### src/rtl/aes_pkg.sv
// Shared AES block types and row helpers used by the block FIFO and its bench.
package aes_pkg;

  localparam int AES_WORD_W = 32;
  localparam int AES_WORDS  = 4;
  localparam int AES_BLK_W  = 128;

  typedef logic [31:0]  aes_word_t;
  typedef logic [127:0] aes_block_t;

  // Row n of a block; row 0 sits in the LSBs.
  function automatic aes_word_t aes_row(input aes_block_t blk, input int unsigned n);
    return blk[n*32 +: 32];
  endfunction

endpackage

### src/rtl/aes_fifo_ptr.sv
// Wrap-around pointer register with increment enable and synchronous clear.
module aes_fifo_ptr #(
  parameter int PTR_W = 3
) (
  input  logic             clk,
  input  logic             rst_n,
  input  logic             clr,
  input  logic             inc,
  output logic [PTR_W-1:0] ptr
);

  logic [PTR_W-1:0] ptr_q, ptr_d;

  always_comb begin
    ptr_d = ptr_q;
    if (clr)      ptr_d = '0;
    else if (inc) ptr_d = ptr_q + PTR_W'(1);
  end

  always_ff @(posedge clk or negedge rst_n) begin
    if (!rst_n) ptr_q <= '0;
    else        ptr_q <= ptr_d;
  end

  assign ptr = ptr_q;

endmodule

### src/rtl/aes_block_fifo.sv
// Circular buffer of AES state blocks with show-ahead read and occupancy flags.
// Define AES_FIFO_ERR_EN to add sticky overflow/underflow outputs (ovf, udf).
module aes_block_fifo
  import aes_pkg::*;
#(
  parameter int WORD_W   = AES_WORD_W,
  parameter int WORDS    = AES_WORDS,
  parameter int DEPTH    = 8,
  parameter int AF_LEVEL = DEPTH - 2,
  localparam int BLK_W   = WORD_W * WORDS,
  localparam int PTR_W   = $clog2(DEPTH),
  localparam int CNT_W   = PTR_W + 1
) (
  input  logic             clk,
  input  logic             rst_n,
  input  logic             clr,
  input  logic             wen,
  input  logic [BLK_W-1:0] wdata,
  output logic             full,
  output logic             almost_full,
  input  logic             ren,
  output logic [BLK_W-1:0] rdata,
  output logic             empty,
`ifdef AES_FIFO_ERR_EN
  output logic             ovf,
  output logic             udf,
`endif
  output logic [CNT_W-1:0] count
);

  logic [BLK_W-1:0] mem_q [DEPTH];
  logic [CNT_W-1:0] count_q, count_d;
  logic [PTR_W-1:0] wr_ptr, rd_ptr;
  logic             push, pop;

  // Flags come from the pre-edge count, so a full buffer rejects a push even when a pop lands.
  assign push = wen && !full  && !clr;
  assign pop  = ren && !empty && !clr;

  aes_fifo_ptr #(.PTR_W(PTR_W)) u_wr_ptr (
    .clk   (clk),
    .rst_n (rst_n),
    .clr   (clr),
    .inc   (push),
    .ptr   (wr_ptr)
  );

  aes_fifo_ptr #(.PTR_W(PTR_W)) u_rd_ptr (
    .clk   (clk),
    .rst_n (rst_n),
    .clr   (clr),
    .inc   (pop),
    .ptr   (rd_ptr)
  );

  always_comb begin
    count_d = count_q;
    if (clr)              count_d = '0;
    else if (push && !pop) count_d = count_q + CNT_W'(1);
    else if (pop && !push) count_d = count_q - CNT_W'(1);
  end

  always_ff @(posedge clk or negedge rst_n) begin
    if (!rst_n) count_q <= '0;
    else        count_q <= count_d;
  end

  // Storage is deliberately left out of reset and clear.
  always_ff @(posedge clk) begin
    if (push) mem_q[wr_ptr] <= wdata;
  end

  assign rdata       = mem_q[rd_ptr];
  assign count       = count_q;
  assign empty       = (count_q == '0);
  assign full        = (count_q == CNT_W'(DEPTH));
  assign almost_full = (count_q >= CNT_W'(AF_LEVEL));

`ifdef AES_FIFO_ERR_EN
  logic ovf_q, ovf_d, udf_q, udf_d;

  always_comb begin
    ovf_d = ovf_q | (wen && full);
    udf_d = udf_q | (ren && empty);
    if (clr) begin
      ovf_d = 1'b0;
      udf_d = 1'b0;
    end
  end

  always_ff @(posedge clk or negedge rst_n) begin
    if (!rst_n) begin
      ovf_q <= 1'b0;
      udf_q <= 1'b0;
    end else begin
      ovf_q <= ovf_d;
      udf_q <= udf_d;
    end
  end

  assign ovf = ovf_q;
  assign udf = udf_q;
`endif

endmodule

### config.mk
export PLATFORM = sky130hd
export DESIGN_NAME = aes_block_fifo
export DESIGN_NICKNAME = d
export VERILOG_FILES = /design/src/rtl/aes_pkg.sv /design/src/rtl/aes_fifo_ptr.sv /design/src/rtl/aes_block_fifo.sv
export SDC_FILE = /design/constraint.sdc
export NUM_CORES = 1
export LEC_CHECK = 0
export CORE_UTILIZATION = 64
export CTS_BUF_LIST = sky130_fd_sc_hd__clkbuf_8
export CTS_CLUSTER_DIAMETER = 100
export DETAILED_ROUTE_END_ITERATION = 10
export GPL_ROUTABILITY_DRIVEN = 0
export GPL_TIMING_DRIVEN = 0
export PLACE_DENSITY = 0.87
export SLEW_MARGIN = 25
export SYNTH_ARGS = -nofsm -noshare
export SYNTH_HDL_FRONTEND = slang
export SYNTH_HIERARCHICAL = 1
export SYNTH_SLANG_ARGS = --single-unit
### constraint.sdc
create_clock -name clk -period 21.1 [get_ports clk]
set_input_delay 2.11 -clock clk [delete_from_list [all_inputs] [get_ports clk]]
set_output_delay 2.11 -clock clk [all_outputs]
set_load 0.005 [all_outputs]
==> qor.yml <==
run_status:
  outcome: "finished clean"
setup_path:
  worstReg2RegEnd: "mem_q[0][79]$_DFFE_PP_"
  critical_path_arrival_ps: 3920
  end_kind: "primary output"
  rr_worst_depth: 12
  worst_setup_path_start_kind: "flop"
  cp.required_ps: 18990
  critPathMaxFanout: 10
  reg2reg_slack_ps: 17470
  reg2reg_from: "count[1]$_DFFE_PN0P_"
  worstSetupPathType: "flop to primary output"
global_route:
  grt_pass1_wl_um: 124000
  grt_max_degree: 21
  antenna_found_initial: 12
  overflow: 0
  grt.total_usage_pct: 27.9
  grt_pass1_vias: 20123
floorplan:
  initial_utilization_pct: 64.7
  die_area_sq_um: 62000
  die_h_um: 249
  fp-row-count: 90
  ios: 268
  core-area_sq_um: 60400
  die_x_um: 249
clocking:
  clk_pin_slew_worst_paths_ps: 50
  ctsResizeCount: 0
  clk_root_buffer_cell: "clkbuf_8"
  clkSinkCount: 1034
  cts_hold_buffers: 0
  cts_tree: "done"
  cts_htree_levels: 4
  cts-buffers-inserted: 154
  cts_setup_buffers: 0
  clk_path_buf_depth: 3
  clk_latency_ps: 790
synthesis:
  synth.most_common_cell: "edfxtp_1"
  synth_area_leaders: "edfxtp_1, mux4_2, mux2_2"
  synth_edf_count: 1024
  syn_area_sq_um: 39100
  synthDistinctLibCells: 39
  yosysSeqAreaShare_pct: 79.4
  synthTopCellsByCount: "edfxtp_1, mux4_2, mux2_2"
  synthCells: 1560
  synth_top_area_share_pct: 78.7
  yosys_warnings: 6
  synth_area_leader_cell: "edfxtp_1"
  async_reset_ff_share_pct: 0.967
  syn_nets: 1698
  synth_ff_type: "edfxtp_1"
  syn_area_per_cell_sq_um: 25.0
  synth-seq-cells: 1034
sta:
  worstMarginPinSlew_ps: 1050
  finalClockSkew_ps: 27.5
  rsz0062_at_grt: "false"
  layout_setup_ws_ps: 15070
  fin_hold_ws_ps: 588
  slew_headroom_pct: 29.9
  fin_crit_ps: 6030
  finalMaxSlewViolations: 0
  setup_viol: 0
  hold_violations: 0
  finalCritPeriodShare_pct: 28.6
  max_freq_mhz: 166
placement:
  place_hpwl_um: 55400
  port_buffers: 267
  dp_slack_ps: 15190
  dp.cells: 2745
detailed_routing:
  viasPerCell: 6.26
  routed_wirelength_um: 84300
  wl_per_cell_um: 28.0
  drc_errors: 0
  vias: 18847
  ant_nets: 0
  drt_pass1_iterations: 5
  drt-initial-drc-count: 1709
power:
  seqPwrFrac_pct: 52.3
  p_int_uw: 3410
  ir_worst_vdd_uv: 65.0
  combPwrFrac_pct: 15.4
  p_leak_uw: 0.0150
  p_switching_uw: 1030
  p_clk_share_pct: 32.3
  p_per_area_nw_per_um2: 94.7
  swShare_pct: 23.1
layout:
  finalNonFillerCells: 3013
  synthToLayoutAreaGrowth_pct: 20.0
  multiInputGateArea_sq_um: 7700
  nets: 2257
  fillers: 2905
  drive_above_1_share_pct: 33.5
  layout.core_utilization_pct: 77.6
  regArea_sq_um: 31000
worst_hold_path:
  min_to: "u_rd_ptr/ptr[2]$_DFFE_PN0P_"
  hold_path.class: "flop to flop"
  min-delay-start: "u_rd_ptr/ptr[2]$_DFFE_PN0P_"
  min_path_cells: 2
run:
  maxCapViolCount: 0
## how the worst max path moves through the flow
stage	from	endpoint	slack (ps)	depth (start not counted)
after CTS	u_rd_ptr/ptr[1]$_DFFE_PN0P_	rdata[59]	14950	5
final	u_rd_ptr/ptr[1]$_DFFE_PN0P_	rdata[59]	15070	5
after global placement	clr	mem_q[0][41]$_DFFE_PP_	-6820	5
after global routing	u_rd_ptr/ptr[1]$_DFFE_PN0P_	rdata[59]	14910	5
after floorplan	clr	mem_q[0][0]$_DFFE_PP_	5540	4
after detailed placement	clr	mem_q[0][94]$_DFFE_PP_	15190	13
## layout make-up
class	count	share of cell area (%)
Timing Repair Buffer	403	8.69
Buffer	74	0.817
Clock inverter	100	1.01
Clock buffer	160	4.70
Inverter	6	0.0587
Sequential cell	1034	66.2
Antenna cell	8	0.0427
Tap cell	782	2.09
Multi-Input combinational cell	446	16.4
## power by group through the flow
| stage | Clock [uW] | Sequential [uW] | Combinational (uW) |
|---|---|---|---|
| 2_1_floorplan | 0 | 2370 | 382 |
| 3_3_place_gp | 0 | 2390 | 647 |
| 3_5_place_dp | 0 | 2360 | 680 |
| 4_1_cts | 1460 | 2320 | 690 |
| 5_1_grt | 1540 | 2320 | 721 |
| 6_report | 1440 | 2320 | 682 |
## metrics by stage
step	total power [uW]	setup TNS, ps	instance area [sq um]
floorplan	2760	0	39100
global placement	3040	-955540	42700
detailed placement	3040	0	44200
CTS	4470	0	46800
global route	4590	0	46800
finish	4440	0	46900
## registers in the layout (all words and copies together) (netlist names)
name and cells:
u_wr_ptr/ptr 3, count 4, u_rd_ptr/ptr 3, mem_q 1024
## critical path, stage by stage (launching register included)
cell	delay [ps]
dfrtp_1	440
clkbuf_1	810
clkbuf_1	630
mux4_2	400
mux2_2	270
clkdlybuf4s50_1	590
## cell usage in the layout (no fill, tap or decap), drive strengths merged
master         count
nand3b             2
nor4               2
xnor2              3
o211ai             3
or2                1
mux4             256
nor4b              1
clkdlybuf4s50    267
clkinv            36
o311a              1
ha                 4
clkbuf           191
a31oi              1
or3                3
o21ai              1
fa                 1
and2               2
a211o              1
edfxtp          1024
diode              8
a21oi              4
o41a               1
mux2i              2
dfrtp             10
buf              179
and3               1
inv               64
nor3               4
mux2             128
nand2b             3
a21bo              2
clkinvlp           4
nand4              3
bufinv             2
nand2              6
o2bb2ai            1
nand3              2
nor2               7
## metal layers
| metal | track usage [%] | vias up | part of all wire [%] |
|---|---|---|---|
| li1 | - | 7871 | - |
| met1 | 34.8 | 9897 | 36 |
| met2 | 48.1 | 900 | 53 |
| met3 | 7.31 | 163 | 8.5 |
| met4 | 9.38 | 16 | 2.2 |
| met5 | 0 | - | 0.13 |
## logic make-up after synthesis
family | after synthesis | synth area share, %
AO/OA/AOI/OAI | 15 | 0.304
XOR/XNOR | 3 | 0.0673
adder cells (fa/ha/maj) | 5 | 0.179
buffers and inverters | 80 | 1.04
flip-flops | 1034 | 79.4
multiplexers | 386 | 18.5
AND/OR/NAND/NOR | 37 | 0.548
Power figures use the tool's default switching activity.
